File: src/rtl/spi_arb_pkg.sv
// Shared types and helpers for the SPI transaction arbiter: FSM state encoding,
// default parameter values and width helpers.
package spi_arb_pkg;

    localparam int DEF_NUM_REQ       = 4;
    localparam int DEF_DATA_W        = 8;
    localparam int DEF_START_TIMEOUT = 64;
    localparam int DEF_XFER_TIMEOUT  = 1024;
    localparam int DEF_GAP_CYCLES    = 2;

    typedef enum logic [2:0] {
        S_IDLE    = 3'd0,
        S_LAUNCH  = 3'd1,
        S_XFER    = 3'd2,
        S_CAPTURE = 3'd3,
        S_ERR     = 3'd4,
        S_GAP     = 3'd5
    } arb_state_t;

    // Bits needed to index 'value' distinct items; never less than 1.
    function automatic int clog2(input int value);
        int r;
        r = 0;
        for (int i = 0; i < 31; i++) begin
            if ((1 << i) < value) r = i + 1;
        end
        return (r < 1) ? 1 : r;
    endfunction

    function automatic int max3(input int a, input int b, input int c);
        int m;
        m = (a > b) ? a : b;
        return (m > c) ? m : c;
    endfunction

endpackage

File: src/rtl/rr_arbiter.sv
// Combinational rotating-priority picker: the first requester after rr_ptr
// (wrapping modulo NUM_REQ) wins, so the last winner has lowest priority.
module rr_arbiter
    import spi_arb_pkg::*;
#(
    parameter int NUM_REQ = DEF_NUM_REQ
) (
    input  logic [NUM_REQ-1:0]        req_valid,
    input  logic [clog2(NUM_REQ)-1:0] rr_ptr,
    output logic [NUM_REQ-1:0]        gnt_oh,
    output logic [clog2(NUM_REQ)-1:0] gnt_idx,
    output logic                      gnt_any
);

    localparam int IDX_W = clog2(NUM_REQ);

    int               cand;
    logic [IDX_W-1:0] cand_idx;

    always_comb begin
        gnt_oh   = '0;
        gnt_idx  = '0;
        gnt_any  = 1'b0;
        cand     = 0;
        cand_idx = '0;
        for (int k = 1; k <= NUM_REQ; k++) begin
            cand     = (int'(rr_ptr) + k) % NUM_REQ;
            cand_idx = IDX_W'(cand);
            if (!gnt_any && req_valid[cand_idx]) begin
                gnt_any          = 1'b1;
                gnt_idx          = cand_idx;
                gnt_oh[cand_idx] = 1'b1;
            end
        end
    end

endmodule

File: src/rtl/spi_txn_arbiter.sv
// Round-robin sharing of one SPI Master byte engine among NUM_REQ requesters;
// each grant runs one full byte transfer and returns the received byte or a timeout error.
module spi_txn_arbiter
    import spi_arb_pkg::*;
#(
    parameter int NUM_REQ       = DEF_NUM_REQ,
    parameter int DATA_W        = DEF_DATA_W,
    parameter int START_TIMEOUT = DEF_START_TIMEOUT,
    parameter int XFER_TIMEOUT  = DEF_XFER_TIMEOUT,
    parameter int GAP_CYCLES    = DEF_GAP_CYCLES
) (
    input  logic                     clk,
    input  logic                     rst,
    input  logic [NUM_REQ-1:0]       reqValid,
    input  logic [NUM_REQ*DATA_W-1:0] reqData,
    output logic [NUM_REQ-1:0]       reqReady,
    output logic [NUM_REQ-1:0]       rspValid,
    output logic [DATA_W-1:0]        rspData,
    output logic                     rspError,
    output logic                     busy,
    output logic                     sendStart,
    output logic [DATA_W-1:0]        sendData,
    input  logic [DATA_W-1:0]        recvData,
    input  logic                     SPI_CS,
    output arb_state_t               dbg_state
);

    // Handshake: a request is held on reqValid[i] until the single-cycle reqReady[i]
    // pulse (data latched that cycle); the answer is a single-cycle rspValid[i] pulse
    // with rspData/rspError valid in the same cycle. There is no backpressure on responses.

    localparam int IDX_W   = clog2(NUM_REQ);
    localparam int TMR_MAX = max3(START_TIMEOUT, XFER_TIMEOUT, GAP_CYCLES);
    localparam int TMR_W   = clog2(TMR_MAX + 1);

    arb_state_t        state, state_nxt;
    logic [IDX_W-1:0]  rr_ptr;
    logic [IDX_W-1:0]  gnt_idx_q;
    logic [TMR_W-1:0]  timer;
    logic              cs_q;
    logic              send_start_q;
    logic [DATA_W-1:0] send_data_q;

    logic [NUM_REQ-1:0] arb_gnt;
    logic [IDX_W-1:0]   arb_idx;
    logic               arb_any;
    logic [NUM_REQ-1:0] gnt_dec;
    logic               cs_fall, cs_rise;
    logic               start_expired, xfer_expired, gap_done;

    rr_arbiter #(
        .NUM_REQ (NUM_REQ)
    ) u_rr_arbiter (
        .req_valid (reqValid),
        .rr_ptr    (rr_ptr),
        .gnt_oh    (arb_gnt),
        .gnt_idx   (arb_idx),
        .gnt_any   (arb_any)
    );

    // SPI_CS shares clk with the Master, so one register is enough for edge detection.
    assign cs_fall = cs_q & ~SPI_CS;
    assign cs_rise = ~cs_q & SPI_CS;

    assign start_expired = (timer == TMR_W'(START_TIMEOUT - 1));
    assign xfer_expired  = (timer == TMR_W'(XFER_TIMEOUT - 1));
    assign gap_done      = (timer == TMR_W'(GAP_CYCLES - 1));
    assign gnt_dec       = NUM_REQ'(1) << gnt_idx_q;

    always_comb begin
        state_nxt = state;
        reqReady  = '0;
        rspValid  = '0;
        rspData   = '0;
        rspError  = 1'b0;
        case (state)
            S_IDLE: begin
                if (arb_any && !rst) begin
                    reqReady  = arb_gnt;
                    state_nxt = S_LAUNCH;
                end
            end
            S_LAUNCH: begin
                // Only a true falling edge counts; a CS already low never advances.
                if (cs_fall) begin
                    state_nxt = S_XFER;
                end else if (start_expired) begin
                    state_nxt = S_ERR;
                end
            end
            S_XFER: begin
                if (cs_rise) begin
                    state_nxt = S_CAPTURE;
                end else if (xfer_expired) begin
                    state_nxt = S_ERR;
                end
            end
            S_CAPTURE: begin
                rspValid  = gnt_dec;
                rspData   = recvData;
                state_nxt = S_GAP;
            end
            S_ERR: begin
                rspValid  = gnt_dec;
                rspError  = 1'b1;
                state_nxt = S_GAP;
            end
            S_GAP: begin
                if (gap_done) state_nxt = S_IDLE;
            end
            default: state_nxt = S_IDLE;
        endcase
    end

    always_ff @(posedge clk or posedge rst) begin
        if (rst) begin
            state        <= S_IDLE;
            rr_ptr       <= IDX_W'(NUM_REQ - 1);
            gnt_idx_q    <= '0;
            timer        <= '0;
            cs_q         <= 1'b1;
            send_start_q <= 1'b0;
            send_data_q  <= '0;
        end else begin
            state <= state_nxt;
            cs_q  <= SPI_CS;

            // Every state starts its own count from zero; the count saturates.
            if (state_nxt != state) begin
                timer <= '0;
            end else if (timer != {TMR_W{1'b1}}) begin
                timer <= timer + 1'b1;
            end

            if (state == S_IDLE && arb_any) begin
                send_data_q  <= reqData[int'(arb_idx)*DATA_W +: DATA_W];
                gnt_idx_q    <= arb_idx;
                rr_ptr       <= arb_idx;
                send_start_q <= 1'b1;
            end else if (state == S_LAUNCH && state_nxt != S_LAUNCH) begin
                send_start_q <= 1'b0;
            end
        end
    end

    assign busy      = (state != S_IDLE);
    assign sendStart = send_start_q;
    assign sendData  = send_data_q;
    assign dbg_state = state;

endmodule

File: config.mk
export PLATFORM = sky130hd
export DESIGN_NAME = spi_txn_arbiter
export DESIGN_NICKNAME = d
export VERILOG_FILES = /design/src/rtl/spi_arb_pkg.sv /design/src/rtl/rr_arbiter.sv /design/src/rtl/spi_txn_arbiter.sv
export SDC_FILE = /design/constraint.sdc
export NUM_CORES = 1
export LEC_CHECK = 0
export CAP_MARGIN = 0
export CORE_ASPECT_RATIO = 2
export CORE_MARGIN = 5
export CORE_UTILIZATION = 35
export DETAILED_ROUTE_END_ITERATION = 10
export PLACE_DENSITY_LB_ADDON = 0.15
export SLEW_MARGIN = 20
export SYNTH_ARGS = -nofsm -noshare
export SYNTH_HDL_FRONTEND = slang
export SYNTH_SLANG_ARGS = --single-unit
File: constraint.sdc
create_clock -name clk -period 3.24 [get_ports clk]
set_input_delay 0.486 -clock clk [delete_from_list [all_inputs] [get_ports clk]]
set_output_delay 0.486 -clock clk [all_outputs]
set_load 0.05 [all_outputs]
# Word-level counts from Yosys, hierarchy flattened
# Cells that the tools add are included.
dict set report totals {
  regBits 28
  latchBits 0
  mem_bits_ro 0
  mem_count 0
  wordCells 103
  ram_bits 0
  output_inout_bits 30
}
dict set report op_classes {
  reduce_logical 19
  shifts 2
  mux 44
  eq_ne 11
  addsub 5
  n_bitwise 7
  div 0
  magnitude_cmp 8
  n_mul 0
}
# operator count
set op_table {}
lappend op_table {{32-bit by 6-bit variable part select with 8-bit output} 1}
lappend op_table {{4-bit two-way mux} 7}
lappend op_table {{11-bit two-way mux} 2}
lappend op_table {{3-bit two-way mux} 6}
lappend op_table {{1-bit two-way mux} 15}
lappend op_table {{3-bit case mux with 5 select lines} 1}
lappend op_table {{2-bit by 3-bit < comparator with 1-bit output (second input constant)} 4}
lappend op_table {{4-bit bitwise OR} 3}
lappend op_table {{11-bit by 1-bit adder with 11-bit output (second input constant)} 1}
lappend op_table {{11-bit by 1-bit == test with 1-bit output (second input constant)} 1}
lappend op_table {{11-bit by 10-bit == test with 1-bit output (second input constant)} 1}
lappend op_table {{11-bit by 6-bit == test with 1-bit output (second input constant)} 1}
lappend op_table {{11-bit != test (second input constant)} 1}
lappend op_table {{1-bit logical AND} 10}
lappend op_table {{1-bit binary-select mux with 2-bit select} 4}
lappend op_table {{1-bit demux with 2-bit select} 4}
lappend op_table {{2-bit by 1-bit >= comparator with 1-bit output (second input constant)} 4}
lappend op_table {{2-bit two-way mux} 4}
lappend op_table {{8-bit two-way mux} 1}
lappend op_table {{3-bit by 2-bit == test with 1-bit output (second input constant)} 2}
lappend op_table {{3-bit == test (second input constant)} 2}
lappend op_table {{2-bit by 1-bit adder with 2-bit output (second input constant)} 2}
lappend op_table {{2-bit adder (second input constant)} 2}
lappend op_table {{1-bit zero test} 4}
lappend op_table {{other kinds (10)} 13}

# Logic depth before layout (Yosys ltp)
# Gate-level depths: netlist of the first run.
dict set report depth {
  depth_word 20
  depth_mapped 12
  depth_no_buf 8
}

# By module
# From an unflattened synthesis of the first run, not the netlist that was laid out.
dict set report unflattened {
  cells_unflattened 264
  area_unflattened_um2 2319.7
}
# module area_each_um2 n_inst seq_area_each_um2 cells_each
set modules_own_cells {}
lappend modules_own_cells {spi_txn_arbiter 1794.2 1 704.4 196}
lappend modules_own_cells {rr_arbiter 525.5 1 0.0 68}

# Worst setup path after synthesis of the first run
# OpenSTA, ideal clock, no wires.
dict set report synth_timing {
  kind {flip-flop to output port}
  start {register rr_ptr[0]}
  end {output reqReady[0]}
  n_path_buf 2
  slack_ps -222
  path_stages_with_launch 11
  t_required_ps 2754
  t_arrival_ps 2976
  path_cell_list {dfstp_2 > buf_6 > inv_1 > ha_1 > buf_6 > mux4_2 > inv_1 > nor2_1 > a221o_1 > o21ai_0 > a21oi_1}
}
dict set report synth_via {
  elab_chain_cells 16
}
# element line
set synth_rtl {}
lappend synth_rtl {{from (decl)} spi_txn_arbiter.sv:37} ;# logic [IDX_W-1:0] rr_ptr;
lappend synth_rtl {{from (signal assigned)} spi_txn_arbiter.sv:118} ;# rr_ptr <= IDX_W'(NUM_REQ - 1);
lappend synth_rtl {{from (signal assigned)} spi_txn_arbiter.sv:138} ;# rr_ptr <= arb_idx;
lappend synth_rtl {{branches (longest 14 deep; another with 2-bit by 3-bit < comparator with 1-bit output)} -}
lappend synth_rtl {{4-bit two-way mux (*)} spi_txn_arbiter.sv:78} ;# if (arb_any && !rst) begin
lappend synth_rtl {{4-bit two-way mux (*)} spi_txn_arbiter.sv:76} ;# case (state)
lappend synth_rtl {{to (decl)} spi_txn_arbiter.sv:16} ;# output logic [NUM_REQ-1:0] reqReady,
# Every way passes the cells marked *. The select of a mux whose other input is x is not followed.

# Worst setup path after layout of the first run
dict set report layout_timing {
  start {register rr_ptr[0]}
  end {output reqReady[3]}
}
# The elaborated chain is that of the path after synthesis.

==> results of run 1 <==
==> sequential cells by signal (all words and copies together) (netlist names) <==
signal     count
cs_q           1
dbg_state      3
gnt_idx_q      2
rr_ptr         2
sendData       8
sendStart      1
timer         11
==> cells by family after synthesis <==
kind of cell	share of synthesized area
AOI/OAI and AO/OA	0.241
xor gates and xnor gates	0.0261
muxes	0.0559
and+or+nand+nor	0.248
adders and majority gates	0.0533
DFF	0.300
buffers and inverters	0.0751
==> metrics by stage <==
stage | instances | instance area, um^2 | setup slack, ns | hold WS (ns) | total power [mW]
final | 425 | 3340 | 0.127 | 0.479 | 3.52
after detailed placement | 419 | 3200 | 0.197 | 0.465 | 3.14
after CTS | 423 | 3300 | 0.0286 | 0.482 | 3.52
after global routing | 425 | 3340 | 0.0277 | 0.517 | 3.81
after floorplan | 262 | 2360 | -0.179 | 0.490 | 2.50
after global placement | 419 | 3200 | 0.235 | 0.462 | 3.13
==> power by group through the flow <==
stage / sequential (mW) / clock [mW] / combinational (mW)
4_1_cts: 0.584 / 0.377 / 2.56
2_1_floorplan: 0.817 / 0 / 1.68
3_3_place_gp: 0.586 / 0 / 2.54
3_5_place_dp: 0.586 / 0 / 2.55
5_1_grt: 0.603 / 0.389 / 2.81
6_report: 0.588 / 0.368 / 2.56
==> layout make-up <==
type,instances,area (um^2),share of cell area
inverter,19,75.1,0.0225
sequential,28,704,0.211
tap,88,110,0.0330
clock inverter,1,30.0,0.00899
timing repair buffer,87,846,0.253
clock buffer,3,75.1,0.0225
multi-input combinational,199,1500,0.449
==> routing by layer <==
layer  GRT usage  vias up  part of all wire
li1            -     1110                 -
met1       0.158     1076              0.33
met2       0.327       48              0.61
met3      0.0178       12             0.032
met4      0.0539        0             0.024
met5           0        -                 0
==> cell usage after synthesis (2+ instances only) <==
| cell | count |
|---|---|
| dfrtp_1 | 25 |
| nand2_1 | 22 |
| inv_1 | 19 |
| nor2_1 | 15 |
| nand3_1 | 13 |
| nor3_1 | 13 |
| and2_1 | 10 |
| ha_1 | 10 |
| a211oi_1 | 9 |
| a21boi_0 | 9 |
| a21oi_1 | 9 |
| o31ai_1 | 9 |
| o211a_1 | 8 |
| a221o_1 | 6 |
| clkbuf_1 | 6 |
| xnor2_1 | 6 |
| nand2b_1 | 5 |
| o21ai_0 | 5 |
| buf_6 | 4 |
| mux4_2 | 4 |
| nor3b_1 | 4 |
| buf_2 | 3 |
| buf_4 | 3 |
| dfstp_2 | 3 |
| mux2i_1 | 3 |
| nand4_1 | 3 |
| nor2b_1 | 3 |
| nor4_1 | 3 |
| a21o_1 | 2 |
| a22oi_1 | 2 |
| and3_1 | 2 |
| and4_1 | 2 |
| nor4_4 | 2 |
| o221ai_1 | 2 |
==> worst max-delay path, cell delays in order (launching register included) <==
cell and delay [ns]:
dfstp_2 0.56, clkinvlp_4 0.12, ha_4 0.29, mux4_2 0.57, inv_2 0.10, nor2_2 0.06, a221o_1 0.29, o21ai_0 0.10
a21oi_2 0.08, buf_4 0.19
==> worst min path at each step <==
stage	from	end	slack [ns]	depth (start not counted)
after floorplan	SPI_CS	cs_q	0.49	0
final	sendData[2]	sendData[2]	0.48	2
after CTS	sendData[2]	sendData[2]	0.48	2
after global placement	sendData[2]	sendData[2]	0.46	2
after detailed placement	sendData[6]	sendData[6]	0.47	2
after global routing	sendData[1]	sendData[1]	0.52	2
==> what timing repair did <==
item	CTS	global route
resized for setup	0	5
endpoints found under the setup margin	0	4
setup buffers	0	2
==> impl_metrics.yaml, run 1 <==
run_status:
  outcome: "completed"
pwr:
  intPower_mw: 1.74
  power_density_nw_per_um2: 1050
  power_frac_seq: 0.167
  power_frac_comb: 0.728
  p_clk_frac: 0.105
  p_switching_mw: 1.78
  vdd_drop_max_mv: 0.695
  power_leakage_nw: 1.40
  p_sw_frac: 0.506
worst_setup_path:
  start_kind: "register"
  reg2reg_from: "rr_ptr[0]"
  cp-endpoint: "reqReady[3]"
  reg2reg_slack_ns: 0.41
  crit_type: "register to output port"
  end_kind: "output port"
  cp.required_ns: 2.75
  worst-path-max-fanout: 5
  cp-startpoint: "rr_ptr[0]"
  r2r_end: "timer[10]"
  worstPathArrival_ns: 2.63
  rr_worst_depth: 9
clock_tree:
  clk_pin_slew_ns: 0.07
  cts_root_buf: "clkbuf_16"
  clock_sinks: 28
  cts_hold_buf: 0
  numCtsBuffers: 3
  clockBufferDepth: 2
  insertion_delay_ns: 0.26
  htreeDepth: 1
  cts_tree: "yes"
route:
  drc: 0
  drt_iter0_markers: 73
  vias_per_cell: 5.28
  final_antenna_net_count: 0
  drtPass1Iterations: 4
  vias: 2246
  wire_per_inst_um: 15.8
  wirelength_mm: 6.70
final_layout:
  syn_to_final_growth_pct: 42.2
  drive_above_1_share: 0.134
  mostFrequentLayoutCells: "72 x clkdlybuf4s50_1, 25 x dfrtp_1, 22 x nand2_1, 17 x inv_1, 14 x buf_4"
  num_antenna_cells: 0
  final_common_cell: "clkdlybuf4s50_1"
  nNetsFinal: 395
  fillers: 631
  utilization: 0.509
hold_path:
  min_path_type: "register to register"
timing:
  finalCritPeriodShare: 0.961
  fmax_mhz: 321
  finalClockSkew_ns: 0.00366
  worst_pin_slew_ns: 0.682
  relSlewSlack: 0.545
  tns_ns: 0
  fin_crit_ns: 3.11
  grt_setup_unrepaired: "false"
  finalHoldViolCount: 0
  setup_violations: 0
  drv_slew: 0
yosys:
  syn_nets: 319
  yosysTopAreaCell: "dfrtp_1"
  syn-cell-area_um2: 2350
  async_flop_share: 1.00
  ys_warn_count: 0
  ys_seq_area_frac: 0.300
  yosysUniqueCellTypes: 52
  synth_edf_count: 0
  synthTopCellsByArea: "dfrtp_1 27%, ha_1 5.3%, mux4_2 3.8%"
  synth_top_area_share: 0.266
  ys.flop_type: "dfrtp_1"
  syn-instance-count: 262
  synth.avg_cell_area_um2: 8.96
  ys_ff_latch: 28
die:
  num_rows: 42
  coreArea_um2: 6570
  die_h_um: 126
  start_util: 0.358
  ioPinCount: 77
  fp.dieW_um: 67.9
  fp.dieArea_um2: 8550
grt:
  grt_pass1_wl_mm: 10.9
  gr-total-overflow: 0
  grt_usage: 0.163
  first_global_vias: 2311
  grt_max_degree: 22
  antenna_found_initial: 0
placed_design:
  dp_hpwl_mm: 5.46
  gp_congestion: 0.821
  io_buffers: 76
run:
  maxCapViolations: 0
Note: power is estimated with default switching activity, not from simulation.
==> run 2: changes to the inputs <==
Settings changed: CELL_PAD_IN_SITES_DETAIL_PLACEMENT set to 0, CELL_PAD_IN_SITES_GLOBAL_PLACEMENT set to 1, CORE_UTILIZATION 35 to 34.
==> impl_metrics.yaml, run 2 (synthesis results as in run 1) <==
die:
  fp.dieArea_um2: 8770
  num_rows: 43
  die_h_um: 128
  start_util: 0.344
  coreArea_um2: 6830
  ioPinCount: 77
  fp.dieW_um: 68.8
hold_path:
  hold_depth: 2
  hold_path_end: "sendData[3]"
  min_path_type: "register to register"
  min_from: "sendData[3]"
timing:
  setup_violations: 0
  relSlewSlack: 0.586
  drv_slew: 0
  finalHoldViolCount: 0
  finalCritPeriodShare: 0.971
  fin_hold_ws_ns: 0.473
  finalClockSkew_ns: 0.00430
  fin_crit_ns: 3.15
  setup_slack_ns: 0.0929
  fmax_mhz: 318
  tns_ns: 0
  worst_pin_slew_ns: 0.620
clock_tree:
  htreeDepth: 1
  clock_sinks: 28
  cts_root_buf: "clkbuf_16"
  numCtsBuffers: 3
  cts_tree: "yes"
  clockBufferDepth: 2
  cts_hold_buf: 0
  insertion_delay_ns: 0.26
  clk_pin_slew_ns: 0.07
final_layout:
  largest_reg_flops: 11
  num_antenna_cells: 0
  syn_to_final_growth_pct: 44.0
  seq_area_um2: 704
  fin_area_um2: 3380
  nNetsFinal: 398
  final_common_cell: "clkdlybuf4s50_1"
  mostFrequentLayoutCells: "72 x clkdlybuf4s50_1, 25 x dfrtp_1, 22 x nand2_1, 18 x buf_4, 17 x inv_1"
  top_register: "timer"
  multi_input_area_um2: 1530
  utilization: 0.495
  fillers: 691
  drive_above_1_share: 0.156
worst_setup_path:
  end_kind: "output port"
  crit_type: "register to output port"
  r2r_end: "sendData[5]"
  rr_worst_depth: 10
  crit_family: "multiplexers"
  path_buf_inv: 3
  start_kind: "register"
  worstPathArrival_ns: 2.66
  reg2reg_from: "rr_ptr[1]"
  worstSetupPathDepth: 9
  cp.required_ns: 2.75
  reg2reg_slack_ns: 0.33
  slowest_stage: "mux4_2"
  worst-path-max-fanout: 5
  crit_chain: "clkinvlp_4, ha_4, mux4_2, inv_2, nor2_2, a221o_1, o21ai_2, a21oi_2, buf_4"
  crit_path_max_incr_delay_ns: 0.57
route:
  dr_wl_met3_um: 468
  drt_iter0_markers: 61
  wl_met1_mm: 2.81
  final_antenna_net_count: 0
  vias: 2248
  vias_per_cell: 5.23
  top_layer_used: "met4"
  drc: 0
  wl_met2_mm: 3.13
  wire_per_inst_um: 15.0
  wirelength_mm: 6.46
  drtPass1Iterations: 4
placed_design:
  io_buffers: 76
  dp_worst_setup_slack_ns: 0.145
  dpl-instance-area_um2: 3190
  dp_hpwl_mm: 4.92
  gp_congestion: 0.810
pwr:
  vdd_drop_max_mv: 0.552
  power_leakage_nw: 1.41
  power_density_nw_per_um2: 1070
grt:
  grt_usage: 0.152
  grt_pass1_wl_mm: 10.7
  gr-total-overflow: 0
  first_global_vias: 2322
  antenna_found_initial: 0
  grt_max_degree: 29
run_status:
  outcome: "completed"
run:
  maxCapViolations: 0
-- run 2: cell count changes in the layout (fill, tap and decap cells not counted) --
cell     change
buf_4        +4
o21ai_0      -4
o21ai_2      +4
and3_1       -1
and3_4       +1
buf_12       -1
nor4_2       -1
nor4_4       +1
-- run 2: per-layer routing --
metal,vias up,track usage
met3,5,0.0264
met2,71,0.258
met4,0,0.0391
met5,-,0
met1,1049,0.195
li1,1123,-
-- run 2: worst reg2reg max path, cell delays in order, from the launching register on --
cell	delay (ns)
dfstp_2	0.56
clkinvlp_4	0.14
ha_4	0.31
mux4_2	0.57
buf_4	0.18
nand2b_1	0.14
a21boi_1	0.23
o31ai_4	0.10
buf_4	0.20
o211a_1	0.16
o31ai_1	0.23
-- run 2: where the power goes --
group | switching [mW] | internal [mW]
clock | 0.117 | 0.246
sequential | 0.0986 | 0.482
combinational | 1.62 | 1.06
total | 1.83 | 1.79
-- run 2: final cells by class --
class | instances | area share
multi-input combinational | 199 | 0.452
sequential | 28 | 0.208
tap | 90 | 0.0333
clock inverter | 1 | 0.00888
clock buffer | 3 | 0.0222
inverter | 19 | 0.0222
timing repair buffer | 90 | 0.253
-- run 2: how the worst max path moves through the flow --
stage	endpoint	from	slack [ns]
5_1_grt	reqReady[1]	rr_ptr[1]	-0.004
2_1_floorplan	rspValid[3]	dbg_state[1]	-0.18
3_5_place_dp	reqReady[1]	reqValid[2]	0.15
3_3_place_gp	reqReady[3]	reqValid[2]	0.25
4_1_cts	reqReady[1]	rr_ptr[0]	0.001
6_report	reqReady[1]	rr_ptr[1]	0.09
-- run 2: through the flow --
| stage | power [mW] | cells |
|---|---|---|
| floorplan | 2.50 | 262 |
| global route | 3.92 | 430 |
| global placement | 3.09 | 421 |
| finish | 3.62 | 430 |
| CTS | 3.50 | 426 |
| detailed placement | 3.11 | 421 |
-- run 2: what timing repair did --
item                                    CTS  global route
pin swaps                                 0             1
cloned                                    0             0
resized for setup                         0            15
endpoints found under the setup margin    1             4
setup buffers                             1             4
==> run 3: changes to the inputs <==
Settings changed: CORE_MARGIN 5 to 1.
==> impl_metrics.yaml, run 3 (synthesis results as in run 1) <==
die:
  coreArea_um2: 6620
  fp.dieArea_um2: 7260
  die_h_um: 120
  start_util: 0.355
  fp.dieW_um: 60.8
  ioPinCount: 77
  num_rows: 42
placed_design:
  dp_hpwl_mm: 5.30
  gp_congestion: 0.793
  dp_worst_setup_slack_ns: 0.171
  dpl-instance-area_um2: 3190
  dp_cells: 419
  io_buffers: 76
worst_setup_path:
  reg2reg_slack_ns: 0.43
  crit_type: "register to output port"
  worst-path-max-fanout: 6
  worstPathArrival_ns: 2.66
  cp.required_ns: 2.75
  r2r_end: "timer[8]"
  rr_worst_depth: 8
  end_kind: "output port"
  start_kind: "register"
  reg2reg_from: "rr_ptr[1]"
grt:
  grt_usage: 0.195
  grt_max_degree: 28
  first_global_vias: 2335
  grt_pass1_wl_mm: 10.7
  gr-total-overflow: 0
  antenna_found_initial: 0
clock_tree:
  clk_pin_slew_ns: 0.07
  clockBufferDepth: 2
  numCtsBuffers: 3
  clock_sinks: 28
  insertion_delay_ns: 0.27
  cts_root_buf: "clkbuf_16"
  cts_hold_buf: 0
  cts_tree: "yes"
  htreeDepth: 1
final_layout:
  instances_no_fill: 424
  mostFrequentLayoutCells: "72 x clkdlybuf4s50_1, 25 x dfrtp_1, 22 x nand2_1, 19 x inv_1"
  largest_reg_flops: 11
  final_common_cell: "clkdlybuf4s50_1"
  nNetsFinal: 394
  fin_area_um2: 3300
  top_register: "timer"
  num_antenna_cells: 0
  syn_to_final_growth_pct: 40.4
  drive_above_1_share: 0.122
pwr:
  p_clk_frac: 0.092
  vdd_drop_max_mv: 0.665
  intPower_mw: 1.66
  p_switching_mw: 1.76
  power_frac_comb: 0.742
  power_density_nw_per_um2: 1040
  power_leakage_nw: 1.39
  power_frac_seq: 0.166
  p_sw_frac: 0.516
route:
  wire_per_inst_um: 15.5
  drc: 0
  vias_per_cell: 5.34
  vias: 2265
  wirelength_mm: 6.58
  drt_iter0_markers: 77
  final_antenna_net_count: 0
  drtPass1Iterations: 3
timing:
  finalClockSkew_ns: 0.00106
  tns_ns: 0
  relSlewSlack: 0.585
  worst_pin_slew_ns: 0.622
  fin_hold_ws_ns: 0.410
  setup_violations: 0
  finalCritPeriodShare: 0.971
  drv_slew: 0
  fin_crit_ns: 3.15
  fmax_mhz: 318
  finalHoldViolCount: 0
  setup_slack_ns: 0.0939
run_status:
  outcome: "completed"
run:
  maxCapViolations: 0
hold_path:
  min_path_type: "input port to async pin"
## run 3: worst max-delay path, cell delays in order, from the launching register on
cell and delay, ns:
dfstp_2 0.53, inv_1 0.13, ha_4 0.32, mux4_2 0.53, inv_1 0.11, nor2_1 0.10
a221o_1 0.30, o21ai_0 0.10, a21oi_2 0.09, buf_4 0.19
## run 3: cell type report
type	instances	area, um^2
Inverter	19	71.3
Sequential cell	28	704
Tap cell	88	110
Multi-Input combinational cell	199	1500
Clock buffer	4	88.8
Timing Repair Buffer	86	826
Fill cell	698	3320
## run 3: per-stage QoR
stage	total power, mW	util
2_1_floorplan	2.50	-
3_5_place_dp	3.10	0.481
3_3_place_gp	3.09	0.481
6_report	3.42	0.498
4_1_cts	3.44	0.495
5_1_grt	3.70	0.498
## run 3: power by group through the flow
stage | sequential, mW | combinational (mW) | clock, mW
2_1_floorplan | 0.817 | 1.68 | 0
3_3_place_gp | 0.572 | 2.52 | 0
3_5_place_dp | 0.574 | 2.53 | 0
4_1_cts | 0.570 | 2.54 | 0.326
5_1_grt | 0.585 | 2.77 | 0.340
6_report | 0.569 | 2.54 | 0.315
## run 3: worst max path at each step
stage	from	endpoint	slack, ns	depth (start not counted)
finish	rr_ptr[1]	reqReady[1]	0.09	9
global route	rr_ptr[1]	reqReady[1]	-0.001	9
CTS	rr_ptr[1]	reqReady[1]	0.02	9
detailed placement	reqValid[1]	reqReady[1]	0.17	7
global placement	reqValid[2]	reqReady[1]	0.21	7
floorplan	dbg_state[1]	rspValid[3]	-0.18	4
## run 3: what timing repair did
item / CTS / global route
resized for setup: 0 / 2
buffers inserted: 0 / 1
endpoints found under the setup margin: 0 / 4
## run 3: per-layer routing
metal  vias up  track usage  share of wire
met5         -            0              0
met4         0       0.0753          0.024
met3        11       0.0194          0.021
met2        44        0.396           0.61
met1      1105        0.181           0.34
li1       1105            -              -
